===== config.mk =====
export PLATFORM = sky130hd
export DESIGN_NAME = text_buffer_writer
export DESIGN_NICKNAME = d
export VERILOG_FILES = /design/src/rtl/text_buffer_writer.sv
export SDC_FILE = /design/constraint.sdc
export NUM_CORES = 1
export LEC_CHECK = 0
export ABC_AREA = 1
export BUFFER_PORTS_ARGS = -buffer_cell sky130_fd_sc_hd__buf_2
export CORE_UTILIZATION = 25
export CTS_BUF_LIST = sky130_fd_sc_hd__clkbuf_4 sky130_fd_sc_hd__clkbuf_8
export DETAILED_ROUTE_END_ITERATION = 6
export PLACE_DENSITY_LB_ADDON = 0.25
export RECOVER_POWER = 50
export SETUP_SLACK_MARGIN = 0.5
export SLEW_MARGIN = 5
export SYNTH_ARGS = -nofsm -noshare
export SYNTH_HDL_FRONTEND = slang
export SYNTH_SLANG_ARGS = --single-unit

===== constraint.sdc =====
create_clock -name clk -period 5.5 [get_ports clk]
set_clock_uncertainty 0.15 [all_clocks]
set_input_delay 0.275 -clock clk [delete_from_list [all_inputs] [get_ports clk]]
set_output_delay 0.275 -clock clk [all_outputs]
set_load 0.05 [all_outputs]

===== src/rtl/text_buffer_writer.sv =====
// text_buffer_writer: 4x16 character buffer with write cursor, control codes and a clear/scroll engine.
// Optional macro TEXT_SCROLL_EN: a row advance past row 3 scrolls the screen up instead of wrapping to row 0.
module text_buffer_writer #(
    parameter logic [6:0] CLEAR_CHAR = 7'h00
) (
    input  logic       clk,
    input  logic       reset,
    input  logic       wr_valid,
    input  logic [6:0] wr_char,
    output logic       wr_ready,
    input  logic [1:0] rd_row,
    input  logic [3:0] rd_col,
    output logic [6:0] rd_char,
    output logic [1:0] cursor_row,
    output logic [3:0] cursor_col,
    output logic       busy
);

`ifdef TEXT_SCROLL_EN
    typedef enum logic [1:0] {IDLE, CLEAR, SCROLL} state_t;
`else
    typedef enum logic [1:0] {IDLE, CLEAR} state_t;
`endif

    state_t     state, state_nxt;
    logic [5:0] idx, idx_nxt;
    logic [5:0] cur, cur_nxt;
    logic       we;
    logic [5:0] waddr;
    logic [6:0] wdata;
    logic       printable;
    logic [6:0] mem [64];

    assign printable  = (wr_char >= 7'h20) && (wr_char <= 7'h7E);
    assign wr_ready   = (state == IDLE);
    assign busy       = !wr_ready;
    assign cursor_row = cur[5:4];
    assign cursor_col = cur[3:0];

    always_ff @(posedge clk) begin
        if (!reset) begin
            state   <= CLEAR;
            idx     <= 6'd0;
            cur     <= 6'd0;
            rd_char <= 7'h00;
        end else begin
            state   <= state_nxt;
            idx     <= idx_nxt;
            cur     <= cur_nxt;
            rd_char <= mem[{rd_row, rd_col}];
        end
    end

    // Single write port; the read above sees the pre-edge contents on a collision.
    always_ff @(posedge clk) begin
        if (we && reset) begin
            mem[waddr] <= wdata;
        end
    end

    always_comb begin
        state_nxt = state;
        idx_nxt   = idx;
        cur_nxt   = cur;
        we        = 1'b0;
        waddr     = idx;
        wdata     = CLEAR_CHAR;
        case (state)
            IDLE: begin
                if (wr_valid) begin
                    if (printable) begin
                        we      = 1'b1;
                        waddr   = cur;
                        wdata   = wr_char;
                        cur_nxt = cur + 6'd1;
                    end else begin
                        case (wr_char)
                            7'h0D: cur_nxt = {cur[5:4], 4'd0};
                            7'h0A: cur_nxt = {cur[5:4] + 2'd1, 4'd0};
                            7'h08: begin
                                if (cur != 6'd0) begin
                                    we      = 1'b1;
                                    waddr   = cur - 6'd1;
                                    cur_nxt = cur - 6'd1;
                                end
                            end
                            7'h0C: begin
                                state_nxt = CLEAR;
                                idx_nxt   = 6'd0;
                                cur_nxt   = 6'd0;
                            end
                            default: ;
                        endcase
                    end
`ifdef TEXT_SCROLL_EN
                    // Leaving row 3 scrolls instead of wrapping; the cursor parks at the start of row 3.
                    if ((cur[5:4] == 2'd3) &&
                        ((printable && (cur[3:0] == 4'hF)) || (wr_char == 7'h0A))) begin
                        state_nxt = SCROLL;
                        idx_nxt   = 6'd0;
                        cur_nxt   = {2'd3, 4'd0};
                    end
`endif
                end
            end
            CLEAR: begin
                we      = 1'b1;
                waddr   = idx;
                idx_nxt = idx + 6'd1;
                if (idx == 6'd63) begin
                    state_nxt = IDLE;
                end
            end
`ifdef TEXT_SCROLL_EN
            SCROLL: begin
                we      = 1'b1;
                waddr   = idx;
                idx_nxt = idx + 6'd1;
                if (idx < 6'd48) begin
                    wdata = mem[idx + 6'd16];
                end
                if (idx == 6'd63) begin
                    state_nxt = IDLE;
                end
            end
`endif
            default: begin
                state_nxt = CLEAR;
                idx_nxt   = 6'd0;
            end
        endcase
    end

endmodule


==> results of run 1 <==
-- area by class of cell --
cell class	count	share of cell area
Sequential cell	468	0.608
Multi-Input combinational cell	1223	0.240
Clock buffer	121	0.0641
Tap cell	1050	0.0577
Timing Repair Buffer	51	0.0129
Clock inverter	30	0.00939
Inverter	45	0.00791
Antenna cell	1	0.000110
-- cells in the mapped netlist --
| library cell | count | share of area |
|---|---|---|
| nor2_2 | 5 | 0.0016 |
| xor2_1 | 2 | 0.00088 |
| nor2_1 | 85 | 0.016 |
| buf_2 | 33 | 0.0083 |
| o21ai_2 | 1 | 0.00044 |
| nand3_1 | 398 | 0.10 |
| buf_4 | 4 | 0.0015 |
| edfxtp_1 | 448 | 0.68 |
| nand2_2 | 18 | 0.0057 |
| nand2_4 | 4 | 0.0023 |
| a21oi_1 | 22 | 0.0055 |
| o21ai_1 | 1 | 0.00025 |
| clkinv_1 | 1 | 0.00019 |
| clkinv_4 | 1 | 0.00044 |
| o211ai_1 | 3 | 0.0011 |
| inv_2 | 6 | 0.0011 |
| nand3_2 | 4 | 0.0020 |
| nor3_1 | 8 | 0.0020 |
| a21oi_4 | 1 | 0.00082 |
| nand2_1 | 635 | 0.12 |
| o21ai_0 | 15 | 0.0038 |
| nor2_4 | 3 | 0.0017 |
| nand4_1 | 3 | 0.00094 |
| nor4_1 | 1 | 0.00031 |
| ha_1 | 5 | 0.0031 |
| nand3_4 | 5 | 0.0044 |
| buf_1 | 18 | 0.0034 |
| xnor2_1 | 1 | 0.00044 |
| nor3b_1 | 1 | 0.00038 |
| dfxtp_1 | 20 | 0.020 |
| o21a_1 | 2 | 0.00075 |
| inv_1 | 37 | 0.0070 |
| clkbuf_1 | 46 | 0.0087 |
-- stage by stage --
step | std cells | utilization | setup WS, ns | cell area [um^2] | hold slack, ns
4_1_cts | 2988 | 0.290 | 1.96 | 22800 | 0.00789
3_3_place_gp | 2832 | 0.268 | 2.02 | 21100 | 0.331
6_report | 2989 | 0.289 | 1.37 | 22800 | 0.0610
5_1_grt | 2989 | 0.289 | 1.13 | 22800 | 0.0763
2_1_floorplan | 1837 | - | 1.26 | 19900 | 0.261
3_5_place_dp | 2832 | 0.268 | 1.95 | 21100 | 0.343
-- layer usage --
layer	share of wire	wire, um	vias to the layer above	track usage
li1	-	-	6447	-
met1	0.46	26100	6722	0.189
met2	0.45	25500	416	0.214
met3	0.059	3310	94	0.0302
met4	0.026	1490	0	0.0474
met5	0	0	-	0
-- timing repair --
| item | CTS | global route |
|---|---|---|
| hold buffers | 5 | 0 |
| hold endpoints to repair | 15 | 0 |
| gates resized for setup | 0 | 0 |
-- worst max-delay path by stage --
stage / start / end / cells after the start
after floorplan: state[0]$_SDFFE_PN1P_ / mem[0][0]$_DFFE_PP_ / 4
after global placement: state[0]$_SDFFE_PN1P_ / mem[10][5]$_DFFE_PP_ / 7
after detailed placement: state[0]$_SDFFE_PN1P_ / mem[10][3]$_DFFE_PP_ / 7
after CTS: state[0]$_SDFFE_PN1P_ / mem[10][2]$_DFFE_PP_ / 7
after global routing: rd_col[1] / rd_char[6]$_SDFF_PN0_ / 10
final: rd_col[1] / rd_char[6]$_SDFF_PN0_ / 10
-- cells by family (layout without fill, tap and decap cells) --
| group | after synthesis | count (layout) | synth area share |
|---|---|---|---|
| simple gates | 1170 | 1170 | 0.257 |
| flops | 468 | 468 | 0.695 |
| buf+inv | 146 | 247 | 0.0306 |
| compound gates | 45 | 45 | 0.0127 |
| fa+ha+maj | 5 | 5 | 0.00314 |
| xor+xnor | 3 | 3 | 0.00132 |
| other cells | 0 | 1 | 0 |
-- cell usage in the layout (no fill, tap or decap), types with 3 or more instances in the layout --
| cell | Yosys | routed |
|---|---|---|
| clkinv_1 | 1 | 19 |
| nand3_2 | 4 | 4 |
| a21oi_1 | 22 | 22 |
| nand4_1 | 3 | 3 |
| inv_2 | 6 | 5 |
| nor3_1 | 8 | 7 |
| buf_2 | 33 | 13 |
| buf_4 | 4 | 10 |
| clkinv_2 | 0 | 5 |
| clkbuf_4 | 0 | 33 |
| nand2_4 | 4 | 4 |
| nand3_1 | 398 | 398 |
| nor2_1 | 85 | 85 |
| o211ai_1 | 3 | 3 |
| inv_8 | 0 | 3 |
| nand2_2 | 18 | 16 |
| dlygate4sd3_1 | 0 | 5 |
| dfxtp_1 | 20 | 20 |
| nand3_4 | 5 | 5 |
| edfxtp_1 | 448 | 448 |
| o21ai_0 | 15 | 15 |
| inv_1 | 37 | 35 |
| clkbuf_1 | 46 | 15 |
| nor2_4 | 3 | 3 |
| clkbuf_8 | 0 | 88 |
| nor2_2 | 5 | 5 |
| clkbuf_2 | 0 | 7 |
| nand2_1 | 635 | 637 |
| ha_1 | 5 | 5 |
-- registers in the layout, indices dropped and copies added (netlist names) --
signal   count
mem        448
state        1
cur          6
idx          6
rd_char      7
-- worst max-delay path: cells and delay by family --
kind | cells | cell delay [ns]
buffers and inverters | 3 | 3.26
AOI/OAI and AO/OA | 1 | 0.17
and+or+nand+nor | 6 | 0.80
-- power by group through the flow --
stage	sequential, mW	clock, mW	combinational [mW]
2_1_floorplan	3.96	0	0.246
6_report	3.88	3.27	0.387
4_1_cts	3.88	3.35	0.392
5_1_grt	3.88	3.50	0.426
3_5_place_dp	3.95	0	0.389
3_3_place_gp	3.95	0	0.389
==> out/qor.txt, run 1 <==
FILL cells = 8197
vias in the first global route = 13800
Hold Crit Depth = 6
clk slew on worst S/H paths = 0.06 ns
later-pin clock latency in the skew report = 0.69 ns
DRT iter0 DRCs = 1203
Area Growth Syn to Fin = 14.3%
Power Total = 7.54 mW
worst-path cell chain = buf_4 -> clkinvlp_2 -> buf_4 -> nand3_1 -> nand3_1 -> nand2_1 -> nand2_1 -> nand3_1 -> nand3_1 -> a21oi_1
DR vias = 13700
register area = 0.0139 mm^2
critical path class = input pin to register
DRT Wirelength = 56.4 mm
die area = 0.0808 mm^2
Warnings, synthesis = 0
R2R depth = 4
Die H = 284 um
final setup fails = 0
H-tree levels = 3
Critical Path Sink Type = register
arrival time at the worst endpoint = 4.57 ns
cell with the most instances on the worst path = nand3_1
worst r2r src = state[0]$_SDFFE_PN1P_
I/O pin cnt = 31
root buffer cell = clkbuf_8
Mapped Area = 0.0199 mm^2
crit-path max FO = 49
setup TNS = 0 ns
syn_nets = 1858
CTS tree = built
DRC Markers = 0
Fmax achieved = 0.242 GHz
internal power = 5.77 mW
RSZ-0062 raised after global routing = no
WL per Instance = 18.9 um
nature of the critical path startpoint = input pin
initial antenna violation count = 3
LEAKAGE = 8.40 nW
Least-Margin Pin Slew = 2.18 ns
post-synth cell types = 33
core footprint = 0.0789 mm^2
syn_area_per_cell = 10.8 um^2
PortBufs = 30
global-route wire length before repair = 85.1 mm
largest net degree at the start of global routing = 99
sequential fraction of the synthesis area = 0.695
worst min path class = input pin to register
area of the multi-input gates = 0.00546 mm^2
Final ANT Viol Nets = 0
clock sink count = 468
post-synthesis cell count = 1837
failing checks = capacitance limit, slew limit
Tot GR Track Use = 0.138
CP peak stage delay = 1.87 ns
Max Cap Viol = 8
Max transition margin = -0.462
slowest CP cell = clkinvlp_2
combinational power share = 0.051
sw frac = 0.235
hold endpoint = cur[0]$_SDFFE_PN0P_
max-slew violation count = 505
Clk pwr share = 0.434
sw power = 1.77 mW
first drt pass iteration count = 5
Worst R2R End = mem[50][5]$_DFFE_PP_
register bit total from synthesis = 468
Hold Startpoint = wr_char[4]
fin crit period = 4.13 ns
CTS Buf Count = 82
Net count, final = 1892
Initial Utilization = 0.253
VDD IR max = 0.000155 V
PD cells = 331 mW/mm^2
gr ovfl total = 0
GP Congestion = 0.826
Hold Vio Cnt, Final = 0
fin crit share = 0.750
Post-CTS Setup Repair Bufs = 0
critical path data required time = 5.94 ns
status = complete, but fails checks
dpl hpwl = 32.4 mm
Reg power frac = 0.515
Via density = 4.58
maximum root-to-sink buffer count = 3
flop2flop setup slack = 1.99 ns
row cnt = 103
layout cells sized above 1 = 0.110
Die X-Extent = 284 um
No activity file was read; power rests on OpenSTA's default activity.
==> run 2: changes to the inputs <==
- ABC_AREA: 1 -> 0
- clock period: 5.5 -> 3.85 ns (I/O delays scaled with it)
==> run 2 against run 1 <==
Effect of this change:
- the run still ends with capacitance limit, slew limit left
- die area down 5.0%
- sequential power is 43% higher
- critical path depth decreased by 6
- core utilization increased by 1.2 points
- final cell count fell by 28%
- design area decreased by 1.3%
- setup slack lost 0.96 ns
- count of clock-buffer cells in the layout fell by 11
- first-iteration DRC count fell by 25%
- synthesized cell count fell by 47%
- hold slack better by 0.049 ns
- power up 36%
- critical path type is now register to register
- largest cell class unchanged
==> out/qor.txt, run 2 <==
syn_nets = 986 (-47%)
critical path data required time = 4.16 ns (-1.78 ns)
DR vias = 9936 (-27%)
worst min path class = input pin to register
CP peak stage delay = 1.48 ns (-0.39 ns)
post-synthesis cell count = 965 (-47%)
crit-path max FO = 40 (-18%)
Die X-Extent = 277 um (-2.5%)
EDFF count, synth = 448 (unchanged)
global-route wire length before repair = 71.1 mm (-16%)
Tot GR Track Use = 0.127 (-0.0105)
Yosys top cell by area = edfxtp_1
initial antenna violation count = 1 (-2)
I/O pin cnt = 31 (unchanged)
Area Growth Syn to Fin = 18.8%
Hold Vio Cnt, Final = 0 (unchanged)
final setup fails = 0 (unchanged)
arrival time at the worst endpoint = 3.74 ns (-0.83 ns)
design area = 0.0225 mm^2 (-1.3%)
hold slack = 0.110 ns (+0.0493 ns)
first drt pass iteration count = 5 (unchanged)
vias in the first global route = 10200 (-26%)
PD cells = 457 mW/mm^2 (+38%)
core footprint = 0.0747 mm^2 (-5.3%)
LEAKAGE = 6.89 nW (-18%)
H-tree levels = 3 (unchanged)
DRT Wirelength = 48.8 mm (-14%)
internal power = 8.04 mW (+39%)
number of flip-flops in the largest register = 448 (unchanged)
CTS Buf Count = 77 (-6.1%)
VDD IR max = 0.000189 V (+22%)
FILL cells = 7288 (-11%)
most numerous cell in the Yosys netlist = edfxtp_1
DRC Markers = 0 (unchanged)
gr ovfl total = 0 (unchanged)
Max Cap Viol = 8 (unchanged)
PortBufs = 30 (unchanged)
Via density = 4.61 (+0.70%)
dpl hpwl = 30.2 mm (-6.8%)
clk slew on worst S/H paths = 0.06 ns (about the same)
CTS tree = built
DRT iter0 DRCs = 898 (-25%)
top_reg_cell synth = edfxtp_1
sw frac = 0.219 (-0.0164)
maximum root-to-sink buffer count = 3 (unchanged)
max-slew violation count = 337 (-33%)
root buffer cell = clkbuf_8
Warnings, synthesis = 0 (unchanged)
worst-path cell chain = and2b_1 -> o211a_1 -> and2_0 -> buf_12
status = complete, but fails checks
Max transition margin = -0.286 (+0.176)
sequential fraction of the synthesis area = 0.732 (+0.0366)
failing checks = capacitance limit, slew limit
Least-Margin Pin Slew = 1.93 ns (-0.252 ns)
later-pin clock latency in the skew report = 0.65 ns (-0.04 ns)
slowest CP cell = and2_0
largest net degree at the start of global routing = 65 (-34%)
combinational power share = 0.046 (-0.005)
Clk pwr share = 0.417 (-0.017)
commonest non-fill, non-tap cell in the layout = edfxtp_1
Net count, final = 1154 (-39%)
layout cells sized above 1 = 0.325 (+0.215)
post-synth cell types = 74 (+120%)
Final ANT Viol Nets = 0 (unchanged)
clock sink count = 468 (unchanged)
Fmax achieved = 0.291 GHz
Die H = 277 um (-2.5%)
sw power = 2.25 mW (+27%)
Initial Utilization = 0.253 (+0.000781)
WL per Instance = 22.6 um (+20%)
GP Congestion = 0.775 (-6.2%)
RSZ-0062 raised after global routing = yes
nature of the critical path startpoint = register
Biggest register = mem
Post-synth ARST share = 0 (unchanged)
fin crit share = 0.891
syn_area_per_cell = 19.6 um^2 (+81%)
register bit total from synthesis = 468 (unchanged)
Critical Path Sink Type = register
top cells by count, synth = edfxtp_1, mux4_2, nor2_1, mux2i_1, clkbuf_1
Area after DPL = 0.0209 mm^2 (-1.2%)
Reg power frac = 0.537 (+0.022)
diodes inserted = 0 (-1)
setup TNS = 0 ns (unchanged)
Largest regs = mem: 448 flops, rd_char: 7 flops
fin crit period = 3.43 ns
Mapped Area = 0.0189 mm^2 (-5.0%)
critical path class = register to register
row cnt = 100 (-2.9%)
share of the synthesized area in the top cell type = 0.711 (+0.0355)
die area = 0.0768 mm^2 (-5.0%)
synth top area cells = edfxtp_1, mux4_2, dfxtp_1
most frequent cells in the layout = edfxtp_1, mux4_2, buf_4
run 2: cell type report:
type	instances	area [um^2]	share of cell area
clock buffers	110	1320	0.0587
clock inverters	23	159	0.00707
inverters	9	33.8	0.00150
multi-input cells	444	4900	0.218
flip-flops and latches	468	13900	0.616
well taps	969	1210	0.0539
repair buffers	133	1010	0.0448
run 2: through the flow:
stage / util / total power, mW / std cells / worst slack, ns
after CTS: 0.301 / 10.4 / 2153 / 0.520
final: 0.301 / 10.3 / 2156 / 0.419
after global routing: 0.301 / 10.6 / 2156 / 0.227
after detailed placement: 0.279 / 6.11 / 2007 / 0.355
after global placement: 0.279 / 6.10 / 2007 / 0.387
after floorplan: - / 5.93 / 965 / 0.490
run 2: path summary, 6_finish.rpt:
check	from	end	slack, ns	cells past startpoint
hold reg to reg	idx[4]$_SDFFE_PN0P_	idx[4]$_SDFFE_PN0P_	0.44	2
setup / recovery	state[0]$_SDFFE_PN1P_	mem[3][4]$_DFFE_PP_	0.42	4
hold / removal	rd_col[2]	rd_char[3]$_SDFF_PN0_	0.11	4
setup reg to reg	state[0]$_SDFFE_PN1P_	mem[3][4]$_DFFE_PP_	0.42	4
run 2: kinds of logic (layout without fill, tap and decap cells):
kind of cell,count (synthesis),in the layout,share of synthesized area
flip-flops,468,468,0.732
AND/OR/NAND/NOR,178,178,0.0498
multiplexers,156,156,0.159
AO/OA/AOI/OAI,100,100,0.0420
buffers and inverters,53,275,0.0115
adder cells (fa/ha/maj),5,5,0.00331
XOR/XNOR,5,5,0.00231
run 2: worst max-delay path: cells and delay by family (launching register included):
family	cells	cell delay, ns
and+or+nand+nor	2	1.86
buffers and inverters	1	0.31
AOI/OAI and AO/OA	1	0.48
DFF	1	0.39
run 2: per-layer routing:
metal / vias to the layer above / global-route usage / share of wire
li1: 4351 / - / -
met1: 5261 / 0.185 / 0.48
met2: 265 / 0.191 / 0.46
met3: 59 / 0.0290 / 0.051
met4: 0 / 0.0316 / 0.014
met5: - / 0 / 0
run 2: timing repair:
action,CTS,global route
resized for setup,0,9
endpoints found under the setup margin,0,213
buffers inserted,0,3
endpoints found under the hold margin,15,0
hold buffers,13,0
run 2: power groups by stage:
stage | Clock, mW | Sequential [mW] | Combinational (mW)
final | 4.29 | 5.53 | 0.471
after global routing | 4.62 | 5.53 | 0.503
after CTS | 4.42 | 5.53 | 0.481
after detailed placement | 0 | 5.63 | 0.472
after global placement | 0 | 5.63 | 0.471
after floorplan | 0 | 5.66 | 0.274
